File: src/rtl/acc_cali_pulse_gen_if.sv
// Bundled run control, per-channel configuration and per-channel status of the
// calibration pulse generator; the master side drives configuration.
interface acc_cali_pulse_gen_if #(
  parameter int CH_NUM      = 4,
  parameter int CNT_WIDTH   = 32,
  parameter int BURST_WIDTH = 16
);
  logic                          laser_start_i;
  logic [CH_NUM-1:0]             acc_cali_mode_i;
  logic [CH_NUM*CNT_WIDTH-1:0]   acc_cali_low_i;
  logic [CH_NUM*CNT_WIDTH-1:0]   acc_cali_high_i;
  logic [CH_NUM*BURST_WIDTH-1:0] acc_cali_burst_i;
  logic [CH_NUM-1:0]             acc_cali_ctrl_o;
  logic [CH_NUM-1:0]             acc_cali_busy_o;
  logic [CH_NUM-1:0]             acc_cali_done_o;
  logic [CH_NUM*BURST_WIDTH-1:0] acc_cali_cnt_o;

  modport master (
    output laser_start_i,
    output acc_cali_mode_i,
    output acc_cali_low_i,
    output acc_cali_high_i,
    output acc_cali_burst_i,
    input  acc_cali_ctrl_o,
    input  acc_cali_busy_o,
    input  acc_cali_done_o,
    input  acc_cali_cnt_o
  );

  modport slave (
    input  laser_start_i,
    input  acc_cali_mode_i,
    input  acc_cali_low_i,
    input  acc_cali_high_i,
    input  acc_cali_burst_i,
    output acc_cali_ctrl_o,
    output acc_cali_busy_o,
    output acc_cali_done_o,
    output acc_cali_cnt_o
  );
endinterface

File: src/rtl/acc_cali_pulse_gen.sv
// Multi-channel calibration pulse generator: each channel plays a burst (or an
// endless train) of high pulses with programmable low/high phase lengths.
module acc_cali_pulse_gen #(
  parameter real TCQ         = 0.1,
  parameter int  CH_NUM      = 4,
  parameter int  CNT_WIDTH   = 32,
  parameter int  BURST_WIDTH = 16
) (
  input  logic                clk_i,
  input  logic                rst_i,
  acc_cali_pulse_gen_if.slave cali_if
);

  localparam logic [1:0] S_IDLE = 2'd0;
  localparam logic [1:0] S_LOW  = 2'd1;
  localparam logic [1:0] S_HIGH = 2'd2;
  localparam logic [1:0] S_DONE = 2'd3;

  if (CH_NUM < 1 || CH_NUM > 16 || TCQ < 0.0) begin : g_bad_param
    $error("acc_cali_pulse_gen: CH_NUM must be 1..16 and TCQ non-negative");
  end

  logic                          start_prev_q;
  logic                          start_evt;
  logic [CH_NUM-1:0]             ctrl_all;
  logic [CH_NUM-1:0]             busy_all;
  logic [CH_NUM-1:0]             done_all;
  logic [CH_NUM*BURST_WIDTH-1:0] cnt_all;

  // A start is a 0->1 transition of laser_start between consecutive edges.
  assign start_evt = cali_if.laser_start_i & ~start_prev_q;

  always_ff @(posedge clk_i or posedge rst_i) begin
    if (rst_i) begin
      start_prev_q <= 1'b0;
    end else begin
      start_prev_q <= cali_if.laser_start_i;
    end
  end

  for (genvar n = 0; n < CH_NUM; n++) begin : g_ch
    logic [1:0]             state_q, state_d;
    logic [CNT_WIDTH-1:0]   phase_q, phase_d;
    logic [CNT_WIDTH-1:0]   low_q, low_d;
    logic [CNT_WIDTH-1:0]   high_q, high_d;
    logic [BURST_WIDTH-1:0] burst_q, burst_d;
    logic [BURST_WIDTH-1:0] cnt_q, cnt_d;
    logic [BURST_WIDTH-1:0] cnt_inc;
    logic                   ctrl_q, ctrl_d;
    logic                   busy_q, busy_d;
    logic                   done_q, done_d;
    logic                   run_ok;

    assign run_ok  = cali_if.laser_start_i & cali_if.acc_cali_mode_i[n];
    assign cnt_inc = cnt_q + BURST_WIDTH'(1);

    // Abort wins over everything; otherwise a start reloads the shadows, and
    // only then does the phase sequencing of the running channel advance.
    always_comb begin
      state_d = state_q;
      phase_d = phase_q;
      low_d   = low_q;
      high_d  = high_q;
      burst_d = burst_q;
      cnt_d   = cnt_q;
      done_d  = 1'b0;
      if (!run_ok) begin
        state_d = S_IDLE;
      end else if (start_evt) begin
        low_d   = cali_if.acc_cali_low_i[n*CNT_WIDTH +: CNT_WIDTH];
        high_d  = cali_if.acc_cali_high_i[n*CNT_WIDTH +: CNT_WIDTH];
        burst_d = cali_if.acc_cali_burst_i[n*BURST_WIDTH +: BURST_WIDTH];
        phase_d = '0;
        cnt_d   = '0;
        state_d = S_LOW;
      end else begin
        case (state_q)
          S_LOW: begin
            if (phase_q == low_q) begin
              phase_d = '0;
              state_d = S_HIGH;
            end else begin
              phase_d = phase_q + CNT_WIDTH'(1);
            end
          end
          S_HIGH: begin
            if (phase_q == high_q) begin
              phase_d = '0;
              cnt_d   = cnt_inc;
              if (burst_q != '0 && cnt_inc == burst_q) begin
                state_d = S_DONE;
                done_d  = 1'b1;
              end else begin
                state_d = S_LOW;
              end
            end else begin
              phase_d = phase_q + CNT_WIDTH'(1);
            end
          end
          default: begin
            state_d = state_q;
          end
        endcase
      end
      ctrl_d = (state_d == S_HIGH);
      busy_d = (state_d == S_LOW) || (state_d == S_HIGH);
    end

    always_ff @(posedge clk_i or posedge rst_i) begin
      if (rst_i) begin
        state_q <= S_IDLE;
        phase_q <= '0;
        low_q   <= '0;
        high_q  <= '0;
        burst_q <= '0;
        cnt_q   <= '0;
        ctrl_q  <= 1'b0;
        busy_q  <= 1'b0;
        done_q  <= 1'b0;
      end else begin
        state_q <= state_d;
        phase_q <= phase_d;
        low_q   <= low_d;
        high_q  <= high_d;
        burst_q <= burst_d;
        cnt_q   <= cnt_d;
        ctrl_q  <= ctrl_d;
        busy_q  <= busy_d;
        done_q  <= done_d;
      end
    end

    assign ctrl_all[n] = ctrl_q;
    assign busy_all[n] = busy_q;
    assign done_all[n] = done_q;
    assign cnt_all[n*BURST_WIDTH +: BURST_WIDTH] = cnt_q;
  end

  assign cali_if.acc_cali_ctrl_o = ctrl_all;
  assign cali_if.acc_cali_busy_o = busy_all;
  assign cali_if.acc_cali_done_o = done_all;
  assign cali_if.acc_cali_cnt_o  = cnt_all;

endmodule

File: src/flat_wrapper.sv
// flat-port wrapper written by rule: the top's interface ports become plain ports
module acc_cali_pulse_gen_flat 
#(
  parameter real TCQ         = 0.1,
  parameter int  CH_NUM      = 4,
  parameter int  CNT_WIDTH   = 32,
  parameter int  BURST_WIDTH = 16
)
  (clk_i, rst_i, cali_if_laser_start_i, cali_if_acc_cali_mode_i, cali_if_acc_cali_low_i, cali_if_acc_cali_high_i, cali_if_acc_cali_burst_i, cali_if_acc_cali_ctrl_o, cali_if_acc_cali_busy_o, cali_if_acc_cali_done_o, cali_if_acc_cali_cnt_o);
  acc_cali_pulse_gen_if #(.CH_NUM(CH_NUM), .CNT_WIDTH(CNT_WIDTH), .BURST_WIDTH(BURST_WIDTH)) cali_if_i ();
  input  logic clk_i;
  input  logic rst_i;
  input wire logic [$bits(cali_if_i.laser_start_i)-1:0] cali_if_laser_start_i;
  input wire logic [$bits(cali_if_i.acc_cali_mode_i)-1:0] cali_if_acc_cali_mode_i;
  input wire logic [$bits(cali_if_i.acc_cali_low_i)-1:0] cali_if_acc_cali_low_i;
  input wire logic [$bits(cali_if_i.acc_cali_high_i)-1:0] cali_if_acc_cali_high_i;
  input wire logic [$bits(cali_if_i.acc_cali_burst_i)-1:0] cali_if_acc_cali_burst_i;
  output wire logic [$bits(cali_if_i.acc_cali_ctrl_o)-1:0] cali_if_acc_cali_ctrl_o;
  output wire logic [$bits(cali_if_i.acc_cali_busy_o)-1:0] cali_if_acc_cali_busy_o;
  output wire logic [$bits(cali_if_i.acc_cali_done_o)-1:0] cali_if_acc_cali_done_o;
  output wire logic [$bits(cali_if_i.acc_cali_cnt_o)-1:0] cali_if_acc_cali_cnt_o;
  assign cali_if_i.laser_start_i = cali_if_laser_start_i;
  assign cali_if_i.acc_cali_mode_i = cali_if_acc_cali_mode_i;
  assign cali_if_i.acc_cali_low_i = cali_if_acc_cali_low_i;
  assign cali_if_i.acc_cali_high_i = cali_if_acc_cali_high_i;
  assign cali_if_i.acc_cali_burst_i = cali_if_acc_cali_burst_i;
  assign cali_if_acc_cali_ctrl_o = cali_if_i.acc_cali_ctrl_o;
  assign cali_if_acc_cali_busy_o = cali_if_i.acc_cali_busy_o;
  assign cali_if_acc_cali_done_o = cali_if_i.acc_cali_done_o;
  assign cali_if_acc_cali_cnt_o = cali_if_i.acc_cali_cnt_o;
  acc_cali_pulse_gen #(.TCQ(TCQ), .CH_NUM(CH_NUM), .CNT_WIDTH(CNT_WIDTH), .BURST_WIDTH(BURST_WIDTH)) u_core (.clk_i(clk_i), .rst_i(rst_i), .cali_if(cali_if_i));
endmodule
File: config.mk
export PLATFORM = sky130hd
export DESIGN_NAME = acc_cali_pulse_gen_flat
export DESIGN_NICKNAME = d
export VERILOG_FILES = /design/src/rtl/acc_cali_pulse_gen_if.sv /design/src/rtl/acc_cali_pulse_gen.sv /design/src/flat_wrapper.sv
export SDC_FILE = /design/constraint.sdc
export NUM_CORES = 1
export LEC_CHECK = 0
export BUFFER_PORTS_ARGS = -buffer_cell sky130_fd_sc_hd__buf_2
export CAP_MARGIN = 20
export CORE_UTILIZATION = 52
export CTS_CLUSTER_SIZE = 28
export DETAILED_ROUTE_END_ITERATION = 10
export PLACE_DENSITY = 0.84
export SKIP_CTS_REPAIR_TIMING = 1
export SYNTH_ARGS = -nofsm -noshare
export SYNTH_HDL_FRONTEND = slang
export SYNTH_SLANG_ARGS = --single-unit
File: constraint.sdc
create_clock -name clk_i -period 20.6 [get_ports clk_i]
set_clock_uncertainty 0.15 [all_clocks]
set_input_delay 6.18 -clock clk_i [delete_from_list [all_inputs] [get_ports clk_i]]
set_output_delay 6.18 -clock clk_i [all_outputs]
set_load 0.02 [all_outputs]
==> flow_summary.ini <==
[layout]
drive_above_1_share_pct = 29.7
layout.cells.non_filler = 3568
final_core_util_pct = 60.4
synthToLayoutAreaGrowth_pct = 14.8
area.sequential_mm2 = 0.0133
fin_area_mm2 = 0.0317
fillCellCount = 4025
final_nets = 3179
multi_input_area_mm2 = 0.0134

[hold_path]
min_from = u_core.g_ch[2].high_q[0]$_DFFE_PP0P_
whs_endpoint = u_core.g_ch[2].high_q[0]$_DFFE_PP0P_
hold_path_depth = 1
hold_path_class = flop to flop

[synth]
synth-adder-area-share_pct = 0.905
synth.cell_area_mm2 = 0.0276
ys_top_cells_by_area = dfrtp_1 48%, mux2_2 13%, xnor2_1 11%
synth_ff_type = dfrtp_1
synth_top_area_share_pct = 48.3
synthSimpleGateAreaFrac_pct = 13.6
synth_compound_area_share_pct = 6.28
syn_area_per_cell_um2 = 10.9
syn_inst = 2537
synth_xor_area_share_pct = 14.2
synth-seq-cells = 533
synthArstFlopShare_pct = 100
synth_enable_flop_cells = 0
synth.distinct_cells = 74
muxShareOfSynthArea_pct = 13.4
synthTopCellsByCount = 533 x dfrtp_1, 354 x xnor2_1, 325 x mux2_2, 185 x nor2_1, 140 x nand2_1
ys_warn_count = 0
synth_top_family_by_area = XOR/XNOR gates
synth.most_common_cell = dfrtp_1
synth_top_area_cell = dfrtp_1
synth_seq_area_share_pct = 48.3
syn-num-nets = 2884

[sta]
final_hold_viol_count = 0
drv_slew = 0
worst_pin_slew_ns = 1.09
fin_hold_ws_ns = 0.376
slew_headroom_pct = 27.6
period_share_pct = 41.9
worst_slack_ns = 11.96
finalSetupViolCount = 0
fin_setup_tns_ns = 0
fmax_mhz = 116
rsz0062_at_grt = false
post-route-min-period_ns = 8.64

[routing]
drt-initial-drc-count = 1530
dr.pass1.iters = 5
wirelength_mm = 73.4
ant_nets = 0
vias_per_cell = 5.87
wl_per_cell_um = 20.6
drc = 0
vias = 20900

[die]
num_io_pins = 403
die_area_mm2 = 0.0541
die-width_um = 233
rows = 84
coreArea_mm2 = 0.0526
dieHeight_um = 233
initial_utilization_pct = 52.6

[clock_tree]
htreeDepth = 2
clock_latency_ns = 0.60
cts_tree = built
cts_buffer_depth = 3
cts-root-buf = clkbuf_16
cts_num_sinks = 533
numCtsBuffers = 55
path_clk_slew_ns = 0.06

[placement]
dp_hpwl_mm = 53.7
placed_area_mm2 = 0.0299
portBuffers = 402
place_ws_ns = 11.23
placed_cells = 3463
place_congestion = 0.939

[power]
power.density_mw_per_mm2 = 84.2
p_leak_nw = 13.6
total_power_mw = 2.67
ir_worst_vdd_uv = 71.1

[worst_setup_path]
ff2ff_setup_slack_ns = 17.02
critical_path_class = primary input to async pin
crit_fanout = 166
endpoint_kind = async pin
r2r-start = u_core.g_ch[3].cnt_q[0]$_DFFE_PP0P_
cp-start-kind = primary input
cp.arrival_ns = 9.09
r2r_end = u_core.g_ch[3].busy_q$_DFF_PP0_
r2r_cells = 10
worstPathRequired_ns = 21.05
critPathLaunch = rst_i

[grt]
grt_pass1_vias = 21200
antenna_found_initial = 12
grt_overflow = 0
grt_max_degree = 167
grt_pass1_wl_mm = 115
track_usage_pct = 27.1

[run_status]
outcome = finished clean

[run]
maxCapViolations = 0
-- worst max-delay path by stage --
stage                                                   endpoint  slack, ns
after detailed placement   u_core.g_ch[0].phase_q[1]$_DFFE_PP0P_      11.23
after global routing      u_core.g_ch[0].phase_q[30]$_DFFE_PP0P_      11.42
after global placement     u_core.g_ch[0].phase_q[1]$_DFFE_PP0P_      11.34
after floorplan            u_core.g_ch[0].burst_q[0]$_DFFE_PP0P_       7.02
final                     u_core.g_ch[0].phase_q[30]$_DFFE_PP0P_      11.96
after CTS                  u_core.g_ch[0].high_q[27]$_DFFE_PP0P_      11.86
-- where the power goes --
group / total (mW) / switching (mW) / leakage (nW) / internal, mW
Combinational: 0.355 / 0.145 / 5.95 / 0.211
Sequential: 1.28 / 0.115 / 6.75 / 1.17
Clock: 1.03 / 0.414 / 0.912 / 0.619
-- registers in the layout, indices dropped and copies added (netlist names) --
| signal | count |
|---|---|
| u_core.g_ch.burst_q | 64 |
| u_core.g_ch.done_q | 4 |
| u_core.g_ch.phase_q | 128 |
| u_core.start_prev_q | 1 |
| u_core.g_ch.state_q | 8 |
| u_core.g_ch.busy_q | 4 |
| u_core.g_ch.ctrl_q | 4 |
| u_core.g_ch.high_q | 128 |
| u_core.g_ch.cnt_q | 64 |
| u_core.g_ch.low_q | 128 |
-- final cells by class --
type / count / share of cell area (%)
Multi-Input combinational cell: 1789 / 42.2
Sequential cell: 533 / 42.0
Timing Repair Buffer: 414 / 6.66
Clock buffer: 83 / 5.15
Tap cell: 688 / 2.71
Clock inverter: 15 / 0.725
Inverter: 39 / 0.473
Antenna cell: 7 / 0.0552
-- worst max-delay path, cell delays in order --
cell and delay (ns):
buf_2 0.11, clkinvlp_4 0.34, buf_4 0.79, buf_12 0.69
buf_4 0.81
-- routing by layer --
layer / GRT usage [%] / share of wire (%) / vias to the layer above
met3: 4.71 / 6.2 / 206
met5: 0 / 0.079 / -
met1: 34.4 / 41 / 10400
met4: 12.4 / 4.2 / 10
li1: - / - / 9478
met2: 45.0 / 49 / 816
-- cells by family after synthesis --
logic type                 count (synthesis)
and+or+nand+nor                          721
AOI/OAI and AO/OA                        272
xor gates and xnor gates                 446
DFF                                      533
adders and majority gates                 20
muxes                                    330
buffers and inverters                    215
-- cell usage in the layout (no fill, tap or decap), types with 80 or more instances in the layout --
cell type / netlist / layout
buf_2: 24 / 402
dfrtp_1: 533 / 533
mux2_2: 325 / 325
nand2_1: 140 / 137
nand3_1: 80 / 80
nand4_1: 125 / 125
nor2_1: 185 / 185
o21ai_0: 101 / 101
xnor2_1: 354 / 354
xor2_1: 91 / 91
Note: power is estimated with default switching activity, not from simulation.
